<file path="config.mk">
export PLATFORM = sky130hd
export DESIGN_NAME = lsu_dcache_port
export DESIGN_NICKNAME = d
export VERILOG_FILES = /design/src/rtl/lsu_dcache_port.sv
export SDC_FILE = /design/constraint.sdc
export NUM_CORES = 1
export LEC_CHECK = 0
export CAP_MARGIN = 20
export CORE_MARGIN = 3
export CORE_UTILIZATION = 50
export DETAILED_ROUTE_END_ITERATION = 6
export PLACE_DENSITY = 0.87
export REMOVE_ABC_BUFFERS = 1
export SLEW_MARGIN = 20
export SYNTH_ARGS = -nofsm -noshare
export SYNTH_HDL_FRONTEND = slang
export SYNTH_SLANG_ARGS = --single-unit
</file>
<file path="constraint.sdc">
create_clock -name clk -period 4.4 [get_ports clk]
set_input_delay 0.44 -clock clk [delete_from_list [all_inputs] [get_ports clk]]
set_output_delay 0.44 -clock clk [all_outputs]
set_load 0.02 [all_outputs]
</file>
<file path="src/rtl/lsu_dcache_port.sv">
// rtl/lsu_dcache_port.sv - RV32I load/store initiator for a word-wide synchronous-read L1 data cache
//
// Ports:
//   clk, rst_n                    clock (rising edge), asynchronous active-low reset
//   req_valid/req_ready           pipeline request handshake (ready only in IDLE)
//   req_we, req_addr, req_wdata   store flag, byte address, store data
//   req_funct3                    RV32I width/sign code (b, h, w, bu, hu)
//   resp_valid                    one-cycle completion pulse
//   resp_rdata, resp_err          extended load data / error flag, held until the next completion
//   dc_a, dc_wd, dc_we            cache word address, write data, write enable
//   dc_rd                         cache read data, valid the cycle after a read address
module lsu_dcache_port #(
    parameter int N = 1024
) (
    input  logic                 clk,
    input  logic                 rst_n,
    input  logic                 req_valid,
    output logic                 req_ready,
    input  logic                 req_we,
    input  logic [31:0]          req_addr,
    input  logic [31:0]          req_wdata,
    input  logic [2:0]           req_funct3,
    output logic                 resp_valid,
    output logic [31:0]          resp_rdata,
    output logic                 resp_err,
    output logic [$clog2(N)-1:0] dc_a,
    output logic [31:0]          dc_wd,
    output logic                 dc_we,
    input  logic [31:0]          dc_rd
);
    localparam int AW = $clog2(N);
    localparam logic [32:0] LIMIT = 33'(4 * N);

    localparam logic [2:0] S_IDLE     = 3'd0;
    localparam logic [2:0] S_RD_ISSUE = 3'd1;
    localparam logic [2:0] S_RD_DATA  = 3'd2;
    localparam logic [2:0] S_WR       = 3'd3;
    localparam logic [2:0] S_RESP     = 3'd4;

    logic [2:0]    state;
    logic          we_q;
    logic [AW+1:0] addr_q;
    logic [15:0]   wdata_q;      // only the low half is ever merged into a sub-word store
    logic [2:0]    f3_q;
    logic [31:0]   wd_q;

    logic        req_err;
    logic        illegal;
    logic        misaligned;
    logic        out_of_range;
    logic [7:0]  byte_sel;
    logic [15:0] half_sel;
    logic [31:0] load_ext;
    logic [31:0] lane_mask;
    logic [31:0] lane_data;
    logic [31:0] merged;

    // Request legality, evaluated on the live request at accept time.
    always_comb begin
        illegal = 1'b1;
        case (req_funct3)
            3'b000, 3'b001, 3'b010: illegal = 1'b0;
            3'b100, 3'b101:         illegal = req_we;
            default:                illegal = 1'b1;
        endcase
        misaligned   = ((req_funct3[1:0] == 2'b01) && req_addr[0]) ||
                       ((req_funct3[1:0] == 2'b10) && (req_addr[1:0] != 2'b00));
        out_of_range = ({1'b0, req_addr} >= LIMIT);
        req_err      = illegal || misaligned || out_of_range;
    end

    // Load extraction and sub-word store merge, both from the word read in RD_DATA.
    always_comb begin
        case (addr_q[1:0])
            2'd0:    byte_sel = dc_rd[7:0];
            2'd1:    byte_sel = dc_rd[15:8];
            2'd2:    byte_sel = dc_rd[23:16];
            default: byte_sel = dc_rd[31:24];
        endcase
        half_sel = addr_q[1] ? dc_rd[31:16] : dc_rd[15:0];

        case (f3_q)
            3'b000:  load_ext = {{24{byte_sel[7]}}, byte_sel};
            3'b100:  load_ext = {24'h0, byte_sel};
            3'b001:  load_ext = {{16{half_sel[15]}}, half_sel};
            3'b101:  load_ext = {16'h0, half_sel};
            default: load_ext = dc_rd;
        endcase

        if (f3_q[1:0] == 2'b00) begin
            lane_mask = 32'h0000_00FF << {addr_q[1:0], 3'b000};
            lane_data = {4{wdata_q[7:0]}};
        end else begin
            lane_mask = addr_q[1] ? 32'hFFFF_0000 : 32'h0000_FFFF;
            lane_data = {2{wdata_q}};
        end
        merged = (dc_rd & ~lane_mask) | (lane_data & lane_mask);
    end

    always_ff @(posedge clk or negedge rst_n) begin
        if (!rst_n) begin
            state      <= S_IDLE;
            we_q       <= 1'b0;
            addr_q     <= '0;
            wdata_q    <= '0;
            f3_q       <= '0;
            wd_q       <= '0;
            resp_rdata <= '0;
            resp_err   <= 1'b0;
        end else begin
            case (state)
                S_IDLE: begin
                    if (req_valid) begin
                        we_q    <= req_we;
                        addr_q  <= req_addr[AW+1:0];
                        wdata_q <= req_wdata[15:0];
                        f3_q    <= req_funct3;
                        if (req_err) begin
                            resp_err   <= 1'b1;
                            resp_rdata <= '0;
                            state      <= S_RESP;
                        end else if (req_we && (req_funct3[1:0] == 2'b10)) begin
                            // Full-word store needs no read; write straight away.
                            wd_q  <= req_wdata;
                            state <= S_WR;
                        end else begin
                            state <= S_RD_ISSUE;
                        end
                    end
                end
                S_RD_ISSUE: state <= S_RD_DATA;
                S_RD_DATA: begin
                    if (we_q) begin
                        wd_q  <= merged;
                        state <= S_WR;
                    end else begin
                        resp_rdata <= load_ext;
                        resp_err   <= 1'b0;
                        state      <= S_RESP;
                    end
                end
                S_WR: begin
                    resp_rdata <= '0;
                    resp_err   <= 1'b0;
                    state      <= S_RESP;
                end
                S_RESP:  state <= S_IDLE;
                default: state <= S_IDLE;
            endcase
        end
    end

    assign req_ready  = (state == S_IDLE);
    assign resp_valid = (state == S_RESP);
    assign dc_we      = (state == S_WR);
    assign dc_a       = addr_q[AW+1:2];
    assign dc_wd      = wd_q;
endmodule

</file>
==> impl_metrics.yaml <==
run_status:
  run_status: "finished, final reports clean"
drt:
  drt_iter0_markers: 323
  routed_wl_mm: 16.1
  dr_total_vias: 4663
  drt_first_pass_iters: 4
  drt_drc_violations_left: 0
  route.detailed.vias_per_inst: 5.87
  detail-route-antenna-nets: 0
  detail_route.wl_per_cell_um: 20.2
die:
  pin_count: 181
  initial_core_util: 0.518
  die_w_um: 110
  floorplan.die.height_um: 110
  die_area_mm2: 0.0120
  placement_rows: 37
  coreArea_mm2: 0.0104
clocking:
  ctsResizeCount: 0
  htreeDepth: 3
  cts_num_sinks: 100
  postCtsHoldBufs: 0
  cts.repair_timing.setup_buffer_count: 0
  cts-root-to-sink-buffers: 2
  clk_transition_reported_paths_ps: 90
  cts_tree: "done"
  cts_buffers: 9
  clkLatencyLatePin_ps: 370
  cts.root.buffer_cell: "clkbuf_8"
worst_setup_path:
  critPathRequiredTime_ps: 4700
  startpoint_type: "flop"
  timing.critical_path.slowest_stage_cell: "nor3_4"
  critical_path.cell_chain: "mux4_2, nor3b_2, a211oi_2, nor3_4, a22o_1"
  arrival_ps: 3060
  worstSetupPathType: "flop to flop"
  path_buf_inv: 0
  critical_path_max_stage_delay_ps: 710
  cp_max_fo: 16
  critPathTopFamily: "simple AND/OR/NAND/NOR gates"
  worstSetupEndpointType: "flop"
grt:
  grt_pass1_vias: 4932
  antenna_violations_before_repair: 0
  grt_start_max_net_pins: 63
  grt_remaining_overflow: 0
  grt.total_usage: 0.272
  grt_pass1_wl_mm: 25.2
logic_synthesis:
  post_synthesis_cells: 506
  synth.ff_latch_count: 100
  yosys_warnings: 0
  synth-seq-area-share: 0.466
  synth_most_common_cell: "dfrtp_1"
  synth.top_cells.by_area: "dfrtp_1 (47%), mux2_2 (14%), mux2i_1 (6.0%)"
  synth_area_leader_cell: "dfrtp_1"
  ys.flop_type: "dfrtp_1"
  number_of_enable_flip_flop_cells_after_synthesis: 0
  post_synth_instance_area_mm2: 0.00537
  synthesis.area_per_instance_um2: 10.6
  ys_async_sr_fraction: 1.00
  yosys.cell_types.count: 42
  yosysTopAreaCellShare: 0.466
  synth.cells.most_frequent: "dfrtp_1 (100), mux2_2 (66), o21ai_0 (43)"
pwr:
  power.ir.vdd_worst_mv: 0.221
  static_power_due_to_leakage_uw: 0.00321
  powerDensity_mw_per_mm2: 284
  p_total_uw: 2090
finish:
  n_antenna_cell: 0
  flow.area_growth_from_synthesis_pct: 36.8
  multi_input_combinational_cell_area_mm2: 0.00258
  n_fill_cell: 791
  drive_above_1_share: 0.155
  nets: 758
  final_cells: 795
  regArea_mm2: 0.00250
timing:
  timing_hold_violations_final: 0
  clock-skew-final_ps: 11.5
  fin_tns_setup_ps: 0
  fmax_mhz: 364
  slew_viol_final: 0
  final-setup-viol-count: 0
  max_slew.worst_pin.slew_ps: 1050
  layout_worst_path_cycle_share: 0.625
  layout_min_cycle_time_ps: 2750
  timing.slew.headroom: 0.296
  grt_setup_unrepaired: "false"
job:
  drv_cap: 0
placed_design:
  numPortBuffers: 180
  place_inst: 779
  gp_congestion: 0.814
  detailedPlacementHpwl_mm: 11.4
worst_hold_path:
  worst_hold_path_type: "input pin to asynchronous set/reset pin"
-- worst register-to-register path: stages (launching register included) --
cell and delay, ps:
dfrtp_1 660, mux4_2 300, nor3b_2 620, a211oi_2 130, nor3_4 710, a22o_1 250
-- registers in the layout (all words and copies together) (netlist names) --
| signal | count |
|---|---|
| addr_q | 12 |
| dc_wd | 32 |
| f3_q | 3 |
| resp_err | 1 |
| resp_rdata | 32 |
| state | 3 |
| wdata_q | 16 |
| we_q | 1 |
-- final cells by class --
| class | instances | area share |
|---|---|---|
| Clock inverter | 2 | 0.00477 |
| Tap cell | 136 | 0.0232 |
| Clock buffer | 13 | 0.0203 |
| Sequential cell | 100 | 0.341 |
| Multi-Input combinational cell | 346 | 0.351 |
| Inverter | 12 | 0.00613 |
| Timing Repair Buffer | 186 | 0.254 |
-- worst paths after layout --
path / from / to / slack (ps) / cells after the start
max reg2reg: addr_q[0] / resp_rdata[25] / 1650 / 5
min: rst_n / dc_wd[28] / 150 / 1
max: addr_q[0] / resp_rdata[25] / 1650 / 5
min in group clk: wdata_q[11] / wdata_q[11] / 510 / 1
min reg2reg: wdata_q[11] / wdata_q[11] / 510 / 1
max in group asynchronous: rst_n / resp_err / 3250 / 2
-- per-layer routing --
metal | share of wire | track usage
met3 | 0.095 | 0.0734
met2 | 0.50 | 0.459
met5 | 0 | 0
met1 | 0.39 | 0.341
met4 | 0.017 | 0.0882
-- cell families (layout without fill, tap and decap cells) --
family / count (synthesis) / after routing / share of synthesized area
simple gates: 138 / 138 / 0.131
compound gates: 103 / 103 / 0.128
buf+inv: 60 / 213 / 0.0559
flops: 100 / 100 / 0.466
mux: 105 / 105 / 0.219
-- where the power goes --
group,internal [µW],leakage [µW],switching (µW)
combinational,238,0.00179,252
clock,276,0.0000935,309
sequential,962,0.00132,52.7
total,1480,0.00321,614
-- stage by stage --
step	hold WS, ps	area (µm²)	setup slack, ps	utilization
4_1_cts	171	7320	1680	0.706
2_1_floorplan	144	5110	1450	-
5_1_grt	191	7350	1430	0.709
6_report	147	7350	1650	0.709
3_5_place_dp	492	7140	1370	0.688
3_3_place_gp	484	7140	1410	0.688
-- placed cells by master (no fill, tap or decap), types with 3 or more instances in the layout --
master / n
o21ai_0: 43
a221oi_1: 8
nor2_1: 22
inv_1: 11
nand2_1: 38
clkbuf_8: 10
dfrtp_1: 100
nor2b_1: 16
nor3_1: 28
a22o_1: 16
nand2b_1: 17
a21oi_1: 10
nor4_1: 5
clkbuf_1: 3
a22oi_1: 9
o221ai_1: 7
mux2i_1: 32
clkdlybuf4s50_1: 179
mux2_4: 6
buf_4: 6
mux2_2: 66
Power figures use the tool's default switching activity.
